[src/rtl/serial_full_subtractor_if.sv]
// Operand/result handshake bundle for the bit-serial subtractor.
// The producer/consumer side uses master; the subtractor uses slave.
interface serial_full_subtractor_if #(
    parameter int WIDTH = 8
);
    logic             start_valid;
    logic             start_ready;
    logic [WIDTH-1:0] lhs;
    logic [WIDTH-1:0] rhs;
    logic             bin;
    logic             done_valid;
    logic             done_ready;
    logic [WIDTH-1:0] diff;
    logic             bout;

    modport master (
        output start_valid, lhs, rhs, bin, done_ready,
        input  start_ready, done_valid, diff, bout
    );

    modport slave (
        input  start_valid, lhs, rhs, bin, done_ready,
        output start_ready, done_valid, diff, bout
    );
endinterface

[src/rtl/serial_full_subtractor.sv]
// Bit-serial subtractor: diff = lhs - rhs - bin, one bit per cycle LSB first,
// built from a single one-bit full-subtractor cell and a registered borrow.
//
// state  | meaning
// S_IDLE | waiting for operands (start_ready once out of reset)
// S_RUN  | one result bit per edge, WIDTH edges total
// S_DONE | result held until the consumer takes it
module serial_full_subtractor #(
    parameter int WIDTH = 8
) (
    input  logic                    clk,
    input  logic                    rst_n,
    serial_full_subtractor_if.slave s_if
);
    localparam int            CW   = $clog2(WIDTH) + 1;
    localparam logic [CW-1:0] LAST = CW'(WIDTH - 1);

    typedef enum logic [1:0] {
        S_IDLE,
        S_RUN,
        S_DONE
    } state_t;

    state_t           r_state;
    state_t           w_state_nxt;
    logic             r_armed;
    logic [WIDTH-1:0] r_a;
    logic [WIDTH-1:0] r_b;
    logic [WIDTH-1:0] r_diff;
    logic             r_borrow;
    logic [CW-1:0]    r_cnt;

    logic             w_start_ready;
    logic             w_done_valid;
    logic             w_accept;
    logic             w_release;
    logic             w_d;
    logic             w_borrow_nxt;
    logic [WIDTH:0]   w_diff_ext;

    // r_armed keeps start_ready low until the first edge after reset release
    always_ff @(posedge clk or negedge rst_n) begin
        if (!rst_n) begin
            r_armed <= 1'b0;
        end else begin
            r_armed <= 1'b1;
        end
    end

    always_ff @(posedge clk or negedge rst_n) begin
        if (!rst_n) begin
            r_state <= S_IDLE;
        end else begin
            r_state <= w_state_nxt;
        end
    end

    always_comb begin
        w_state_nxt   = r_state;
        w_start_ready = 1'b0;
        w_done_valid  = 1'b0;
        w_accept      = 1'b0;
        w_release     = 1'b0;
        case (r_state)
            S_IDLE: begin
                w_start_ready = r_armed;
                if (s_if.start_valid && r_armed) begin
                    w_accept    = 1'b1;
                    w_state_nxt = S_RUN;
                end
            end
            S_RUN: begin
                if (r_cnt == LAST) begin
                    w_state_nxt = S_DONE;
                end
            end
            S_DONE: begin
                w_done_valid = 1'b1;
                if (s_if.done_ready) begin
                    w_release   = 1'b1;
                    w_state_nxt = S_IDLE;
                end
            end
            default: begin
                w_state_nxt = S_IDLE;
            end
        endcase
    end

    assign w_d          = r_a[0] ^ r_b[0] ^ r_borrow;
    assign w_borrow_nxt = (~r_a[0] & r_b[0]) | (~(r_a[0] ^ r_b[0]) & r_borrow);
    // Prepending the new bit and dropping the LSB also covers WIDTH=1
    assign w_diff_ext   = {w_d, r_diff};

    always_ff @(posedge clk or negedge rst_n) begin
        if (!rst_n) begin
            r_a      <= '0;
            r_b      <= '0;
            r_diff   <= '0;
            r_borrow <= 1'b0;
            r_cnt    <= '0;
        end else if (w_accept) begin
            r_a      <= s_if.lhs;
            r_b      <= s_if.rhs;
            r_borrow <= s_if.bin;
            r_diff   <= '0;
            r_cnt    <= '0;
        end else if (r_state == S_RUN) begin
            r_a      <= r_a >> 1;
            r_b      <= r_b >> 1;
            r_borrow <= w_borrow_nxt;
            r_diff   <= w_diff_ext[WIDTH:1];
            r_cnt    <= r_cnt + 1'b1;
        end else if (w_release) begin
            r_diff   <= '0;
            r_borrow <= 1'b0;
            r_cnt    <= '0;
        end
    end

    assign s_if.start_ready = w_start_ready;
    assign s_if.done_valid  = w_done_valid;
    assign s_if.diff        = (r_state == S_DONE) ? r_diff : '0;
    assign s_if.bout        = (r_state == S_DONE) ? r_borrow : 1'b0;
endmodule

[src/flat_wrapper.sv]
// flat-port wrapper written by rule: the top's interface ports become plain ports
module serial_full_subtractor_flat 
#(
    parameter int WIDTH = 8
)
  (clk, rst_n, s_if_start_valid, s_if_lhs, s_if_rhs, s_if_bin, s_if_done_ready, s_if_start_ready, s_if_done_valid, s_if_diff, s_if_bout);
  serial_full_subtractor_if #(.WIDTH(WIDTH)) s_if_i ();
  input  logic clk;
  input  logic rst_n;
  input wire logic [$bits(s_if_i.start_valid)-1:0] s_if_start_valid;
  input wire logic [$bits(s_if_i.lhs)-1:0] s_if_lhs;
  input wire logic [$bits(s_if_i.rhs)-1:0] s_if_rhs;
  input wire logic [$bits(s_if_i.bin)-1:0] s_if_bin;
  input wire logic [$bits(s_if_i.done_ready)-1:0] s_if_done_ready;
  output wire logic [$bits(s_if_i.start_ready)-1:0] s_if_start_ready;
  output wire logic [$bits(s_if_i.done_valid)-1:0] s_if_done_valid;
  output wire logic [$bits(s_if_i.diff)-1:0] s_if_diff;
  output wire logic [$bits(s_if_i.bout)-1:0] s_if_bout;
  assign s_if_i.start_valid = s_if_start_valid;
  assign s_if_i.lhs = s_if_lhs;
  assign s_if_i.rhs = s_if_rhs;
  assign s_if_i.bin = s_if_bin;
  assign s_if_i.done_ready = s_if_done_ready;
  assign s_if_start_ready = s_if_i.start_ready;
  assign s_if_done_valid = s_if_i.done_valid;
  assign s_if_diff = s_if_i.diff;
  assign s_if_bout = s_if_i.bout;
  serial_full_subtractor #(.WIDTH(WIDTH)) u_core (.clk(clk), .rst_n(rst_n), .s_if(s_if_i));
endmodule
[config.mk]
export PLATFORM = sky130hd
export DESIGN_NAME = serial_full_subtractor_flat
export DESIGN_NICKNAME = d
export VERILOG_FILES = /design/src/rtl/serial_full_subtractor_if.sv /design/src/rtl/serial_full_subtractor.sv /design/src/flat_wrapper.sv
export SDC_FILE = /design/constraint.sdc
export NUM_CORES = 1
export LEC_CHECK = 0
export CORE_AREA = 2 2 61 63
export CTS_CLUSTER_DIAMETER = 80
export CTS_CLUSTER_SIZE = 24
export DETAILED_ROUTE_END_ITERATION = 10
export DIE_AREA = 0 0 63 65
export HOLD_SLACK_MARGIN = 0.08
export PLACE_DENSITY = 0.76
export SYNTH_ARGS = -nofsm -noshare
export SYNTH_HDL_FRONTEND = slang
export SYNTH_SLANG_ARGS = --single-unit
[constraint.sdc]
create_clock -name clk -period 1.3 [get_ports clk]
set_input_delay 0.13 -clock clk [delete_from_list [all_inputs] [get_ports clk]]
set_output_delay 0.13 -clock clk [all_outputs]
set_load 0.02 [all_outputs]
==> impl_metrics.ini, run 1 <==
[drt]
routed_wl_mm = 2.980
drt-initial-drc-count = 25
drc = 0
wire_per_inst_um = 14.12
viasPerCell = 5.223
num_vias = 1102
drt_pre_antenna_iters = 4
ant_nets = 0

[grt]
grt.overflow.total = 0
antenna_found_initial = 0
grt_usage_pct = 15.34
grt_max_degree = 33
grt_pass1_wl_mm = 4.809
grt_pass1_vias = 1087

[pwr]
power_per_cell_area_nw_per_um2 = 2005
ir_drop_mv = 1.124
power.leakage_nw = 1.016

[layout]
stdcell_count = 211
area_growth_syn_to_layout_pct = 39.81
antenna_cells = 0
seq_area_um2 = 800.8
final_util_pct = 57.95
multi_input_area_um2 = 648.1
drive_above_1_share_pct = 25.77
nNetsFinal = 185
n_fill_cell = 316

[placed_design]
dpl.cell_count = 202
place_ws_ns = -0.2043
portBuffers = 31
dp_hpwl_mm = 1.997
gp_congestion = 0.7667

[floorplan]
ios = 32
coreArea_um2 = 3496
start_util_pct = 41.45
row_count = 22
dieWidth_um = 63
die_h_um = 65
die_area_um2 = 4095

[timing]
final_hold_viol_count = 0
fmax_ghz = 0.7123
finalCritPeriodShare_pct = 108.0
rsz0062_at_grt = yes
drv_slew = 0
fin_skew_ns = 0.01167
setup_tns_ns = -2.238
setup_ws_ns = -0.1039
period_needed_ns = 1.404
finalHoldWorstSlack_ns = 0.1516
setup_viol = 35

[synthesis]
avgSynthCellArea_um2 = 12.07
syn_area_um2 = 1449
ys_warn_count = 0
syn_nets = 143
ys_seq_elements = 32
synth_cell_types = 27
syn_inst = 120
synth_sequential_area_ratio_pct = 55.27

[setup_path]
criticalPathCategory = reg -> out
path_buf_inv = 2
critPathLaunchType = register
cp_top_family = flip-flops
cp.arrival_ns = 1.27
cpMostUsedCell = buf_6
slowest_stage = dfrtp_1
cp_max_fo = 5
critPathMaxStageDelay_ns = 0.42
crit_required_ns = 1.17
path_cells = buf_6 -> nor2_4 -> and2_4 -> buf_6
end_kind = primary output

[clock_network]
clk_latency_ns = 0.33
cts_buffer_depth = 2
cts_hold_buf = 0
htree_levels = 2
root_buffer = clkbuf_4
cts_sinks = 32
cts_buffers = 5
clkTransAtPathRegs_ns = 0.10
cts_tree = done

[run_status]
violations = negative setup slack
status = complete, but fails checks

[run]
max_cap_violations = 0

[hold_path]
hold_path.class = in -> async
[cells by family (layout without fill, tap and decap cells)]
| kind of cell | count (synthesis) | after routing | synth area share, % |
|---|---|---|---|
| simple gates | 28 | 28 | 11.49 |
| mux | 1 | 1 | 0.7771 |
| buf+inv | 10 | 53 | 3.972 |
| other cells | 1 | 1 | 0.2588 |
| compound gates | 45 | 45 | 25.39 |
| xor+xnor | 1 | 1 | 0.6046 |
| fa+ha+maj | 2 | 2 | 2.245 |
| flops | 32 | 32 | 55.27 |
[worst paths after layout]
path	slack, ns	endpoint	startpoint	cells after the start
min in group clk	0.33	u_core.r_a[7]	s_if_lhs[7]	3
hold / removal	0.15	u_core.r_diff[4]	rst_n	2
setup / recovery	-0.10	s_if_start_ready	u_core.r_state[0]	4
max in group asynchronous	0.97	u_core.r_b[7]	rst_n	2
setup reg to reg	-0.07	u_core.r_b[0]	u_core.r_state[1]	5
hold reg to reg	0.49	u_core.r_a[1]	u_core.r_a[1]	1
[cells in the mapped netlist]
master     count  area share, %
a21o_1        14            7.3
a221o_1        2            1.4
a22o_1        24             15
and2_1        10            4.3
and4bb_4       1            1.1
buf_2          4            1.4
buf_4          2            1.0
buf_6          1           0.78
clkbuf_1       1           0.26
conb_1         1           0.26
dfrtp_1       32             55
fa_1           1            1.4
ha_1           1           0.86
inv_1          2           0.52
mux2_2         1           0.78
nand2_1        6            1.6
nand2b_1       3            1.3
nand3_1        1           0.35
nor2_1         1           0.26
nor2_2         1           0.43
nor2b_1        3            1.3
nor3_1         1           0.35
nor3b_1        1           0.52
o21ai_0        3            1.0
o2bb2ai_1      1           0.60
o32ai_1        1           0.60
xnor2_1        1           0.60
[worst register-to-register path, delay by kind of cell (launching register included)]
kind	cells	cell delay [ns]
DFF	1	0.40
and+or+nand+nor	1	0.42
buffers and inverters	2	0.29
AOI/OAI and AO/OA	2	0.21
[routing by layer]
metal	vias to the layer above	track usage [%]	share of wire (%)	wire length, um
met5	-	0	0	0
met4	0	5.833	0.57	17
met3	4	5.729	6.4	192
met2	41	26.33	50	1502
met1	532	17.36	43	1268
li1	525	-	-	-
[stage by stage]
stage               area (um2)  power, mW
CTS                       1981      3.995
floorplan                 1449      2.756
global placement          1879      3.184
detailed placement        1879      3.273
finish                    2026      4.061
global route              2026      4.357
[cell type report]
type | instances | area share, %
Timing Repair Buffer | 43 | 22.11
Inverter | 2 | 0.3706
Sequential cell | 32 | 39.53
Tap cell | 48 | 2.965
Clock inverter | 2 | 0.4941
Clock buffer | 6 | 2.532
Multi-Input combinational cell | 78 | 32.00
[power breakdown]
part,switching [mW],internal [mW],total [mW]
registers,0.283,1.39,1.67
logic,0.781,1.02,1.80
clock network,0.331,0.257,0.588
total,1.40,2.67,4.06
[timing repair]
item	CTS	global route
cloned	1	0
setup buffers	0	1
setup endpoints to repair	37	39
pin swaps	3	5
resized for setup	75	9
[registers in the layout (all words and copies together) (netlist names)]
register         count
u_core.r_a           8
u_core.r_armed       1
u_core.r_b           8
u_core.r_borrow      1
u_core.r_cnt         4
u_core.r_diff        8
u_core.r_state       2
[cell usage in the layout, fill, tap and decap left out, types with 2 or more instances in the layout]
cell type         n
and2_1            9
buf_6            14
nor2b_4           2
buf_12            2
clkbuf_4          5
buf_4             6
a22o_1           23
a21o_1           14
o21ai_1           2
clkinv_2          2
nor2_4            2
inv_1             2
nand2b_1          2
a221o_1           2
dfrtp_1          32
nand2_1           5
clkdlybuf4s50_1  20
(Power assumes the default switching activity.)
==> run 2: changes to the inputs <==
--- a/config.mk
+++ b/config.mk
@@ -5,13 +5,13 @@
 export SDC_FILE = /design/constraint.sdc
 export NUM_CORES = 1
 export LEC_CHECK = 0
-export CORE_AREA = 2 2 61 63
+export CORE_AREA = 2 2 60 62
 export CTS_CLUSTER_DIAMETER = 80
 export CTS_CLUSTER_SIZE = 24
 export DETAILED_ROUTE_END_ITERATION = 10
-export DIE_AREA = 0 0 63 65
-export HOLD_SLACK_MARGIN = 0.08
+export DIE_AREA = 0 0 62 64
 export PLACE_DENSITY = 0.76
+export RECOVER_POWER = 25
 export SYNTH_ARGS = -nofsm -noshare
 export SYNTH_HDL_FRONTEND = slang
 export SYNTH_SLANG_ARGS = --single-unit
==> constraint.sdc (replaced) <==
create_clock -name clk -period 1.4 [get_ports clk]
set_input_delay 0.14 -clock clk [delete_from_list [all_inputs] [get_ports clk]]
set_output_delay 0.14 -clock clk [all_outputs]
set_load 0.02 [all_outputs]
==> run 2 against run 1 <==
  * The run still ends with negative setup slack left
  * Wire length grew 2.6%
  * Die area is 3.1% lower
  * Non-clock buffer count rose by 5
  * Highest routed layer unchanged
==> impl_metrics.ini, run 2 (synthesis gave the netlist of run 1 again) <==
[pwr]
clockPowerShare_pct = 13.8
finalPower_mw = 3.946
p_sw_share_pct = 33.83
power_per_cell_area_nw_per_um2 = 1875
p_comb_share_pct = 46.6
power.leakage_nw = 1.053
p_int_mw = 2.611
p_sw_mw = 1.335
seq_power_share_pct = 39.5
ir_drop_mv = 0.9160

[clock_network]
cts_buffer_depth = 2
cts_sinks = 32
clkTransAtPathRegs_ns = 0.10
clk_latency_ns = 0.33
htree_levels = 2
root_buffer = clkbuf_4
cts_buffers = 5
cts_tree = done
cts_hold_buf = 0

[layout]
largestRegisters = u_core.r_a: 8 flops, u_core.r_b: 8 flops, u_core.r_diff: 8 flops
antenna_cells = 0
final_cell_mix = dfrtp_1, a22o_1, clkdlybuf4s50_1
layout_commonest_cell = dfrtp_1
n_fill_cell = 278
drive_above_1_share_pct = 31.55
nNetsFinal = 190
area_growth_syn_to_layout_pct = 45.25

[drt]
ant_nets = 0
drt_pre_antenna_iters = 4
routed_wl_mm = 3.058
wire_per_inst_um = 14.29
num_vias = 1132
viasPerCell = 5.290
drt-initial-drc-count = 28
drc = 0

[setup_path]
crit_required_ns = 1.62
regToRegSetupSlack_ns = -0.05
timing.rr.start = u_core.r_state[0]
timing.rr.end = u_core.r_a[4]
r2r_cells = 5
critPathLaunchType = register
critPathMaxStageDelay_ns = 0.44
cpMostUsedCell = buf_6
cp_max_fo = 7
path_cells = buf_6 -> and4bb_4 -> nor2_4 -> buf_6 -> a21o_1
cp-startpoint = u_core.r_state[0]
cp.arrival_ns = 1.67
slowest_stage = dfrtp_1
criticalPathCategory = reg -> reg
end_kind = register

[hold_path]
holdPathStages = 3
hp-start = s_if_lhs[7]
holdPathEnd = u_core.r_a[7]
hold_path.class = in -> reg

[timing]
setup_tns_ns = -0.9574
final_hold_viol_count = 0
worst_pin_slew_ns = 0.8013
fmax_ghz = 0.6897
max-slew-margin-rel_pct = 46.58
period_needed_ns = 1.450
setup_ws_ns = -0.04997
fin_skew_ns = 0.01346
setup_viol = 28
finalHoldWorstSlack_ns = 0.3605
drv_slew = 0
rsz0062_at_grt = yes
finalCritPeriodShare_pct = 103.6

[floorplan]
row_count = 21
start_util_pct = 44.11
die_area_um2 = 3968
die_h_um = 64
coreArea_um2 = 3284
dieWidth_um = 62
ios = 32

[placed_design]
dp_hpwl_mm = 2.040
place_ws_ns = -0.1391
gp_congestion = 0.7563
portBuffers = 31

[grt]
antenna_found_initial = 0
grt_max_degree = 33
grt.overflow.total = 0
grt_pass1_vias = 1166
grt_usage_pct = 17.70
grt_pass1_wl_mm = 5.223

[run_status]
violations = negative setup slack
status = complete, but fails checks

[run]
max_cap_violations = 0
[run 2: cell types whose count changed in the layout (fill, tap and decap cells not counted), moves of 2 or more]
cell      before  now
and2_1         9    0
and2_4         1   10
o21ai_1        2    0
o21ai_0        1    3
clkinv_2       2    0
clkbuf_1       0    2
buf_6         14   18
[run 2: how the worst max path moves through the flow]
stage | end | slack [ns] | cells past startpoint
after global routing | s_if_diff[2] | -0.10 | 4
final | u_core.r_a[4] | -0.05 | 5
after detailed placement | s_if_diff[5] | -0.14 | 4
after global placement | s_if_bout | -0.1 | 4
after floorplan | s_if_bout | 0.09 | 3
after CTS | s_if_start_ready | -0.06 | 4
[run 2: what timing repair did]
item | 4_1_cts | 5_1_grt
pin swaps | 13 | 4
cloned | 1 | 2
endpoints found under the setup margin | 32 | 34
gates resized for setup | 88 | 6
hold endpoints to repair | 0 | 0
buffers inserted | 1 | 0
[run 2: critical path: cells and delay by family, from the launching register on]
kind | cells | cell delay (ns)
DFF | 1 | 0.44
buffers and inverters | 2 | 0.28
and+or+nand+nor | 2 | 0.46
AOI/OAI and AO/OA | 1 | 0.15
[run 2: power groups by stage]
stage	registers (mW)	clock network (mW)	logic, mW
after floorplan	1.49	0	1.07
after global placement	1.53	0	1.53
after detailed placement	1.55	0	1.60
after CTS	1.55	0.568	1.73
after global routing	1.61	0.605	2.01
final	1.56	0.546	1.84
[run 2: stage by stage]
stage / utilization (%) / std cells / cell area, um2
finish: 64.08 / 214 / 2105
global route: 64.08 / 214 / 2105
CTS: 62.44 / 212 / 2051
detailed placement: 57.60 / 202 / 1892
global placement: 57.60 / 202 / 1892
floorplan: - / 120 / 1449
[run 2: area by class of cell]
cell class	count	area, um2	share of cell area, %
clock buffer	8	58.81	2.794
multi-input combinational	78	664.4	31.57
tap	46	57.56	2.735
inverter	2	7.507	0.3567
timing repair buffer	48	515.5	24.49
sequential	32	800.8	38.05
[run 2: metal layers]
| metal | GRT usage, % | vias to the layer above | share of wire (%) |
|---|---|---|---|
| li1 | - | 531 | - |
| met1 | 21.83 | 566 | 42 |
| met2 | 28.91 | 28 | 52 |
| met3 | 4.251 | 7 | 4.2 |
| met4 | 7.181 | 0 | 1.7 |
| met5 | 0 | - | 0 |
